<file path="src/rtl/pipeline_hazard_ctrl.sv">
// Hazard and sequencing controller for the 5-stage RV32I pipeline: stall/flush
// generation, E-stage forwarding selects and the M-stage data-memory handshake.
module pipeline_hazard_ctrl #(
    parameter int MEM_TIMEOUT = 16,
    parameter int CNT_W       = 32
) (
    input  logic             clk,
    input  logic             rst,
    input  logic [4:0]       rs1_addr_D,
    input  logic [4:0]       rs2_addr_D,
    input  logic [4:0]       rs1_addr_E,
    input  logic [4:0]       rs2_addr_E,
    input  logic [4:0]       rd_E,
    input  logic             reg_write_E,
    input  logic [1:0]       sel_wb_E,
    input  logic [4:0]       rd_M,
    input  logic             reg_write_M,
    input  logic [4:0]       rd_W,
    input  logic             reg_write_W,
    input  logic             pc_src_E,
    input  logic             mem_access_M,
    input  logic             dmem_ack,
    output logic             dmem_req,
    output logic             stallF,
    output logic             stallD,
    output logic             stallE,
    output logic             stallM,
    output logic             flushD,
    output logic             flushE,
    output logic             flushW,
    output logic [1:0]       forwardA_E,
    output logic [1:0]       forwardB_E,
    output logic [CNT_W-1:0] stall_cycles,
    output logic             mem_err
);

    localparam int WCNT_W = $clog2(MEM_TIMEOUT + 1);
    localparam logic [WCNT_W-1:0] WCNT_LAST = WCNT_W'(MEM_TIMEOUT - 1);

    typedef enum logic [0:0] {
        IDLE = 1'b0,
        WAIT = 1'b1
    } mem_state_e;

    mem_state_e        state_r;
    mem_state_e        state_nxt_s;
    logic [WCNT_W-1:0] wait_cnt_r;
    logic [WCNT_W-1:0] wait_cnt_nxt_s;
    logic [CNT_W-1:0]  stall_cycles_r;
    logic              mem_err_r;
    logic              req_s;
    logic              timeout_s;
    logic              mem_stall_s;
    logic              lu_s;

    // A writer in M is younger than W, so its value wins; x0 is never forwarded.
    function automatic logic [1:0] fwd_sel(input logic [4:0] rs,
                                           input logic [4:0] rdm, input logic rwm,
                                           input logic [4:0] rdw, input logic rww);
        logic [1:0] sel;
        if (rwm && (rdm != 5'd0) && (rdm == rs)) begin
            sel = 2'b10;
        end else if (rww && (rdw != 5'd0) && (rdw == rs)) begin
            sel = 2'b01;
        end else begin
            sel = 2'b00;
        end
        return sel;
    endfunction

    // State register, wait counter, stall statistics and sticky error flag
    always_ff @(posedge clk) begin
        if (rst) begin
            state_r        <= IDLE;
            wait_cnt_r     <= '0;
            stall_cycles_r <= '0;
            mem_err_r      <= 1'b0;
        end else begin
            state_r    <= state_nxt_s;
            wait_cnt_r <= wait_cnt_nxt_s;
            if (timeout_s) begin
                mem_err_r <= 1'b1;
            end
            if (stallF && (stall_cycles_r != {CNT_W{1'b1}})) begin
                stall_cycles_r <= stall_cycles_r + CNT_W'(1);
            end
        end
    end

    // Hazard detection terms shared by next-state and output logic
    always_comb begin
        req_s       = ((state_r == IDLE) && mem_access_M) || (state_r == WAIT);
        timeout_s   = (state_r == WAIT) && (wait_cnt_r == WCNT_LAST) && !dmem_ack;
        mem_stall_s = req_s && !dmem_ack && !timeout_s;
        lu_s        = reg_write_E && (sel_wb_E == 2'b00) && (rd_E != 5'd0) &&
                      ((rd_E == rs1_addr_D) || (rd_E == rs2_addr_D));
    end

    // Memory handshake next-state; an ack in the last wait cycle beats the timeout
    always_comb begin
        state_nxt_s    = state_r;
        wait_cnt_nxt_s = wait_cnt_r;
        case (state_r)
            IDLE: begin
                if (mem_access_M && !dmem_ack) begin
                    state_nxt_s    = WAIT;
                    wait_cnt_nxt_s = WCNT_W'(1);
                end else begin
                    state_nxt_s    = IDLE;
                    wait_cnt_nxt_s = '0;
                end
            end
            WAIT: begin
                if (dmem_ack || timeout_s) begin
                    state_nxt_s    = IDLE;
                    wait_cnt_nxt_s = '0;
                end else begin
                    state_nxt_s    = WAIT;
                    wait_cnt_nxt_s = wait_cnt_r + WCNT_W'(1);
                end
            end
            default: begin
                state_nxt_s    = IDLE;
                wait_cnt_nxt_s = '0;
            end
        endcase
    end

    // Stage controls: memory stall > taken branch > load-use
    always_comb begin
        dmem_req   = 1'b0;
        stallF     = 1'b0;
        stallD     = 1'b0;
        stallE     = 1'b0;
        stallM     = 1'b0;
        flushD     = 1'b0;
        flushE     = 1'b0;
        flushW     = 1'b0;
        forwardA_E = 2'b00;
        forwardB_E = 2'b00;
        if (rst) begin
            dmem_req = 1'b0;
        end else begin
            dmem_req   = req_s;
            forwardA_E = fwd_sel(rs1_addr_E, rd_M, reg_write_M, rd_W, reg_write_W);
            forwardB_E = fwd_sel(rs2_addr_E, rd_M, reg_write_M, rd_W, reg_write_W);
            if (mem_stall_s) begin
                stallF = 1'b1;
                stallD = 1'b1;
                stallE = 1'b1;
                stallM = 1'b1;
                flushW = 1'b1;
            end else if (pc_src_E) begin
                flushD = 1'b1;
                flushE = 1'b1;
            end else if (lu_s) begin
                stallF = 1'b1;
                stallD = 1'b1;
                flushE = 1'b1;
            end else begin
                stallF = 1'b0;
            end
        end
    end

    assign stall_cycles = stall_cycles_r;
    assign mem_err      = mem_err_r;

endmodule

</file>
<file path="config.mk">
export PLATFORM = sky130hd
export DESIGN_NAME = pipeline_hazard_ctrl
export DESIGN_NICKNAME = d
export VERILOG_FILES = /design/src/rtl/pipeline_hazard_ctrl.sv
export SDC_FILE = /design/constraint.sdc
export NUM_CORES = 1
export LEC_CHECK = 0
export CORE_MARGIN = 4
export CORE_UTILIZATION = 48
export DETAILED_ROUTE_END_ITERATION = 6
export GPL_TIMING_DRIVEN = 0
export PLACE_DENSITY_LB_ADDON = 0.12
export SLEW_MARGIN = 10
export SYNTH_ARGS = -nofsm -noshare
export SYNTH_HDL_FRONTEND = slang
export SYNTH_SLANG_ARGS = --single-unit
</file>
<file path="constraint.sdc">
create_clock -name clk -period 4.5 [get_ports clk]
set_input_delay 0.9 -clock clk [delete_from_list [all_inputs] [get_ports clk]]
set_output_delay 0.9 -clock clk [all_outputs]
set_load 0.02 [all_outputs]
</file>
# --- Word level (Yosys, flattened, before mapping) ---
# Cells that the tools add are included.
word_totals:
  ff_bits: 39
  in_bits: 45
  out_inout_bits: 45
  word_cells: 65
op_classes:
  n_addsub: 2
  eq_ne: 8
  muxes: 25
  n_bitwise: 1
  reduce_logical: 25
op_table:
  columns: ["cell", "n"]
  rows:
  - ["32-bit by 1-bit adder with 32-bit output (second input constant)", 1]
  - ["32-bit inequality test (second input constant)", 1]
  - ["5-bit == test", 6]
  - ["1-bit two-way mux", 18]
  - ["1-bit logical AND", 16]
  - ["5-bit nonzero test", 3]
  - ["5-bit case mux with 2 select lines", 1]
  - ["2-bit two-way mux", 4]
  - ["5-bit by 1-bit adder with 5-bit output (second input constant)", 1]
  - ["5-bit by 4-bit == test with 1-bit output (second input constant)", 1]
  - ["5-bit two-way mux", 1]
  - ["1-bit logical OR", 3]
  - ["1-bit logical NOT", 2]
  - ["2-bit logical NOT", 1]
  - ["1-bit case mux with 2 select lines", 1]
  - ["1-bit NOT", 1]

# --- Depth between registers and ports, before layout ---
# Gate-level depths: netlist (run 1).
logic_depth:
  word_depth: 9
  mapped_depth: 11
  ltp_nobuf: 10

# --- Least setup slack after synthesis (run 1) ---
# OpenSTA, ideal clock, no wires.
synth_path:
  path_kind: "input to output"
  startpoint: "input port rd_M[1]"
  endpoint: "output port forwardA_E[0]"
  arrival_ns: 2.538
  required_ns: 3.600
  path_slack_ns: 1.062
  cell_stages: 4
  n_path_buf: 0
  cell_sequence: "or4_1 o21ai_0 nor3_1 nor4_1"
synth_via:
  elab_chain_len: 5
  elab_cells_between_ends: 6
  classes_between: "eq/ne: 1; mux: 2; reduce/logical: 3"
synth_rtl:
  columns: ["item", "line_no", "text"]
  rows:
  - ["from (decl)", "16", "input logic [4:0] rd_M,"]
  - ["5-bit nonzero test", "61", "if (rwm && (rdm != 5'd0) && (rdm == rs)) begin"]
  - ["1-bit logical AND", "61", null]
  - ["1-bit logical AND (*)", "61", null]
  - ["2-bit two-way mux (*)", "61", null]
  - ["2-bit two-way mux (*)", "141", "if (rst) begin"]
  - ["to (decl)", "31", "output logic [1:0] forwardA_E,"]
# Mark *: on every way between the ends. The rest lies on a longest branch, timed or not.

# --- Final worst setup path (run 1) ---
layout_path:
  startpoint: "input port rd_E[1]"
  endpoint: "output port stallF"
layout_via:
  elab_chain_len: 7
  elab_cells_between_ends: 10
  classes_between: "eq/ne: 2; mux: 4; reduce/logical: 4"
layout_rtl:
  columns: ["item", "line_no", "text"]
  rows:
  - ["from (decl)", "13", "input logic [4:0] rd_E,"]
  - ["5-bit == test or 5-bit nonzero test (tied branches)", "96, 95", null]
  - ["1-bit logical OR or 1-bit logical AND (tied branches)", "96, 95", null]
  - ["1-bit logical AND (*)", "95", "lu_s = reg_write_E && (sel_wb_E == 2'b00) && (rd_E != 5'd0) &&"]
  - ["1-bit two-way mux (*)", "156", "end else if (lu_s) begin"]
  - ["1-bit two-way mux (*)", "153", "end else if (pc_src_E) begin"]
  - ["1-bit two-way mux (*)", "147", "if (mem_stall_s) begin"]
  - ["1-bit two-way mux (*)", "141", null]
  - ["to (decl)", "24", "output logic stallF,"]
# Marked as above.

==> results of run 1 <==
logic make-up (layout without fill, tap and decap cells):
| group | Yosys count | count (layout) |
|---|---|---|
| muxes | 2 | 2 |
| xor gates and xnor gates | 32 | 32 |
| buffers and inverters | 26 | 123 |
| and+or+nand+nor | 131 | 131 |
| AOI/OAI and AO/OA | 68 | 68 |
| DFF | 39 | 39 |
| adders and majority gates | 3 | 3 |
placed cells by master (no fill, tap or decap), types with 3 or more instances in the layout:
cell type        count
clkdlybuf4s50_1     89
dfxtp_1             39
a21oi_1             26
xor2_1              21
nor2_1              20
or4_1               19
nand3_1             18
nand2_1             17
o31ai_1             15
xnor2_1             11
o21ai_0             10
inv_1                9
nand4_1              9
and3_1               8
or3_1                8
nor3_1               6
clkbuf_1             6
clkbuf_8             6
nor4_1               5
and4_1               4
o41ai_1              4
buf_4                4
nand2b_1             3
o21a_1               3
and2_1               3
buf_2                3
o311ai_0             3
ha_1                 3
area by class of cell:
class                   instances  area (um2)  area share (%)
flip-flops and latches         39         781            22.2
clock buffers                   6        82.6            2.34
plain buffers                  17        97.6            2.77
inverters                       9        33.8           0.959
well taps                      67        83.8            2.38
clock inverters                 1        5.00           0.142
repair buffers                 90         898            25.5
multi-input cells             236        1540            43.7
path summary, 6_finish.rpt:
path / start / endpoint / slack (ns)
worst min register to register: stall_cycles[24]$_SDFFE_PP0P_ / stall_cycles[24]$_SDFFE_PP0P_ / 0.49
worst max-delay path: rd_E[1] / stallF / 0.14
worst min-delay path: stall_cycles[24]$_SDFFE_PP0P_ / stall_cycles[24]$_SDFFE_PP0P_ / 0.49
worst max register to register: wait_cnt_r[0]$_SDFF_PP0_ / stall_cycles[31]$_SDFFE_PP0P_ / 1.97
power by group:
part	internal [mW]	total [mW]	switching, mW
Combinational	0.0674	0.125	0.0571
Clock	0.120	0.241	0.121
Sequential	0.346	0.348	0.00174
Total	0.534	0.714	0.180
per-layer routing:
layer / share of wire (%) / up-vias / routed length [um] / track usage, %
li1: - / 1325 / - / -
met1: 40 / 1276 / 2910 / 27.6
met2: 50 / 132 / 3620 / 40.2
met3: 9.3 / 10 / 678 / 7.34
met4: 1.4 / 0 / 100 / 7.73
met5: 0 / - / 0 / 0
repair_timing:
action | CTS | global route
setup endpoints to repair | 0 | 3
resized for setup | 0 | 2
setup buffers | 0 | 1
metrics by stage:
step / setup WS, ns / util, % / power [mW] / hold slack, ns / instances
after floorplan: 1.06 / - / 0.410 / 0.471 / 301
after global placement: 0.0164 / 70.6 / 0.477 / 0.479 / 457
after detailed placement: 0.0259 / 70.6 / 0.479 / 0.467 / 457
after CTS: 0.0190 / 72.4 / 0.715 / 0.496 / 464
after global routing: 0.0109 / 72.6 / 0.741 / 0.520 / 465
final: 0.139 / 72.6 / 0.714 / 0.494 / 465
registers in the layout, indices dropped and copies added, names as in the netlist:
register / count
mem_err: 1
stall_cycles: 32
state_r: 1
wait_cnt_r: 5
worst max-delay path, cell delays in order:
cell	delay [ns]
clkdlybuf4s50_1	0.46
or4_1	0.55
o211ai_1	0.22
o41a_1	0.28
clkbuf_4	0.24
inv_1	0.13
buf_4	0.15
clkdlybuf4s50_1	0.52
==> results.md, run 1 <==
* Port Buffer Count at 89
* Detail Placement HPWL at 5570 um
* Period utilization at 96.9%
* Total Routed Length at 7310 um
* Synth Area in Adders at 1.53%
* Core area at 4850 um2
* Final max-slew violation count at 0
* Status: complete, no violations
* Gp weighted congestion at 0.827
* CTS Buf Count at 5
* Lkg Pwr at 1.16 nW
* Nets at 446
* Num rows at 25
* Syn_nets at 349
* Placement Cell Area at 3420 um2
* # clock sinks at 39
* Post-synth EDFFs at 0
* Crit path time final at 4.36 ns
* Area of the die at 6310 um2
* Prevailing post-synth register cell: dfxtp_1
* Setup CP Type: primary input to primary output
* Worst skew pair latency at 0.29 ns
* Fillers at 388
* Post-synthesis mux area share at 0.919%
* Horiz. Die Dim at 79.4 um
* Max Fclk at 229 MHz
* Element type at the critical path start: primary input
* R2R cell count at 11
* RSZ-0062 raised after global routing: false
* DR DRC count at 0
* Worst Path Required at 3.60 ns
* Pwr per Cell Area at 203 nW/um2
* Peak VDD IR at 0.000114 V
* Synth Area in Simple Gates at 31.4%
* H-tree levels at 2
* Largest net degree at the start of global routing at 12
* Die Ht at 79.4 um
* Number of global-route vias before repair at 2630
* Fin Setup TNS at 0 ns
* Num ports at 90
* Post-route cell area at 3520 um2
* Cell with the most instances after synthesis: dfxtp_1
* Top cell type's share of synthesized area at 31.9%
* Slew headroom at 61.3%
* CP max FO at 10
* Hold Vio Cnt, Final at 0
* Root buffer cell: clkbuf_8
* Synthesized instance count at 301
* Nature of the critical path endpoint: primary output
* Hold Path Depth at 2
* Final setup viols at 0
* Drt wl/cell at 15.7 um
* Post-CTS Hold Fix Bufs at 0
* Unique cell type count in the Yosys netlist at 42
* Max cap viols at 0
* Worst Skew at 0.00446 ns
* CP Data Arrival Time at 3.46 ns
* DR iter-0 viols at 302
* XOR/XNOR Fraction of Synth Area at 11.4%
* Register area share after synthesis at 31.9%
* Initial antenna violation count at 0
* Drt first pass iters at 5
* Total number of yosys warnings at 0
* Starting density of the core at 50.5%
* GR Util All Layers at 23.4%
* Yosys top cell by area: dfxtp_1
* Synth Area per Inst at 8.14 um2
* Vias/cell at 5.90
* Total grt overflow at 0
* Routed vias at 2743
* Commonest cells in the netlist: dfxtp_1, a21oi_1, xor2_1, nor2_1, or4_1
* Largest cells by area after synthesis: dfxtp_1, xor2_1, or4_1
* Least-Margin Pin Slew at 0.577 ns
* Post-synthesis compound-gate area fraction at 17.6%
* CTS tree: yes
* P&R area growth vs syn at 43.8%
* Final ANT Viol Nets at 0
* Asr flop ratio synth at 0%
* Clock slew at reported path FFs at 0.07 ns
* Max Root-Sink Buffers at 2
* Mapped Area at 2450 um2
* Hold crit path type: flip-flop to flip-flop
* Synth Register Bits at 39
* Proportion of layout cells with a drive suffix above 1 at 5.53%
* Antenna diodes at 0
* Largest family of logic cells by synthesized area: simple AND/OR/NAND/NOR gates
* First-pass GRT wire length at 11900 um
(Power assumes the default switching activity.)
==> run 2: changes to the inputs <==
--- a/config.mk
+++ b/config.mk
@@ -7,6 +7,7 @@
 export LEC_CHECK = 0
 export CORE_MARGIN = 4
 export CORE_UTILIZATION = 48
+export CTS_CLUSTER_DIAMETER = 30
 export DETAILED_ROUTE_END_ITERATION = 6
 export GPL_TIMING_DRIVEN = 0
 export PLACE_DENSITY_LB_ADDON = 0.12
==> results of run 2 <==
Final layout, timing and power as in run 1 (identical DEF).
==> run 3: changes to the inputs <==
--- a/config.mk
+++ b/config.mk
@@ -8,6 +8,7 @@
 export CORE_MARGIN = 4
 export CORE_UTILIZATION = 48
 export CTS_CLUSTER_DIAMETER = 30
+export CTS_CLUSTER_SIZE = 12
 export DETAILED_ROUTE_END_ITERATION = 6
 export GPL_TIMING_DRIVEN = 0
 export PLACE_DENSITY_LB_ADDON = 0.12
==> results of run 3 <==
Final layout, timing and power as in run 1 (identical DEF).
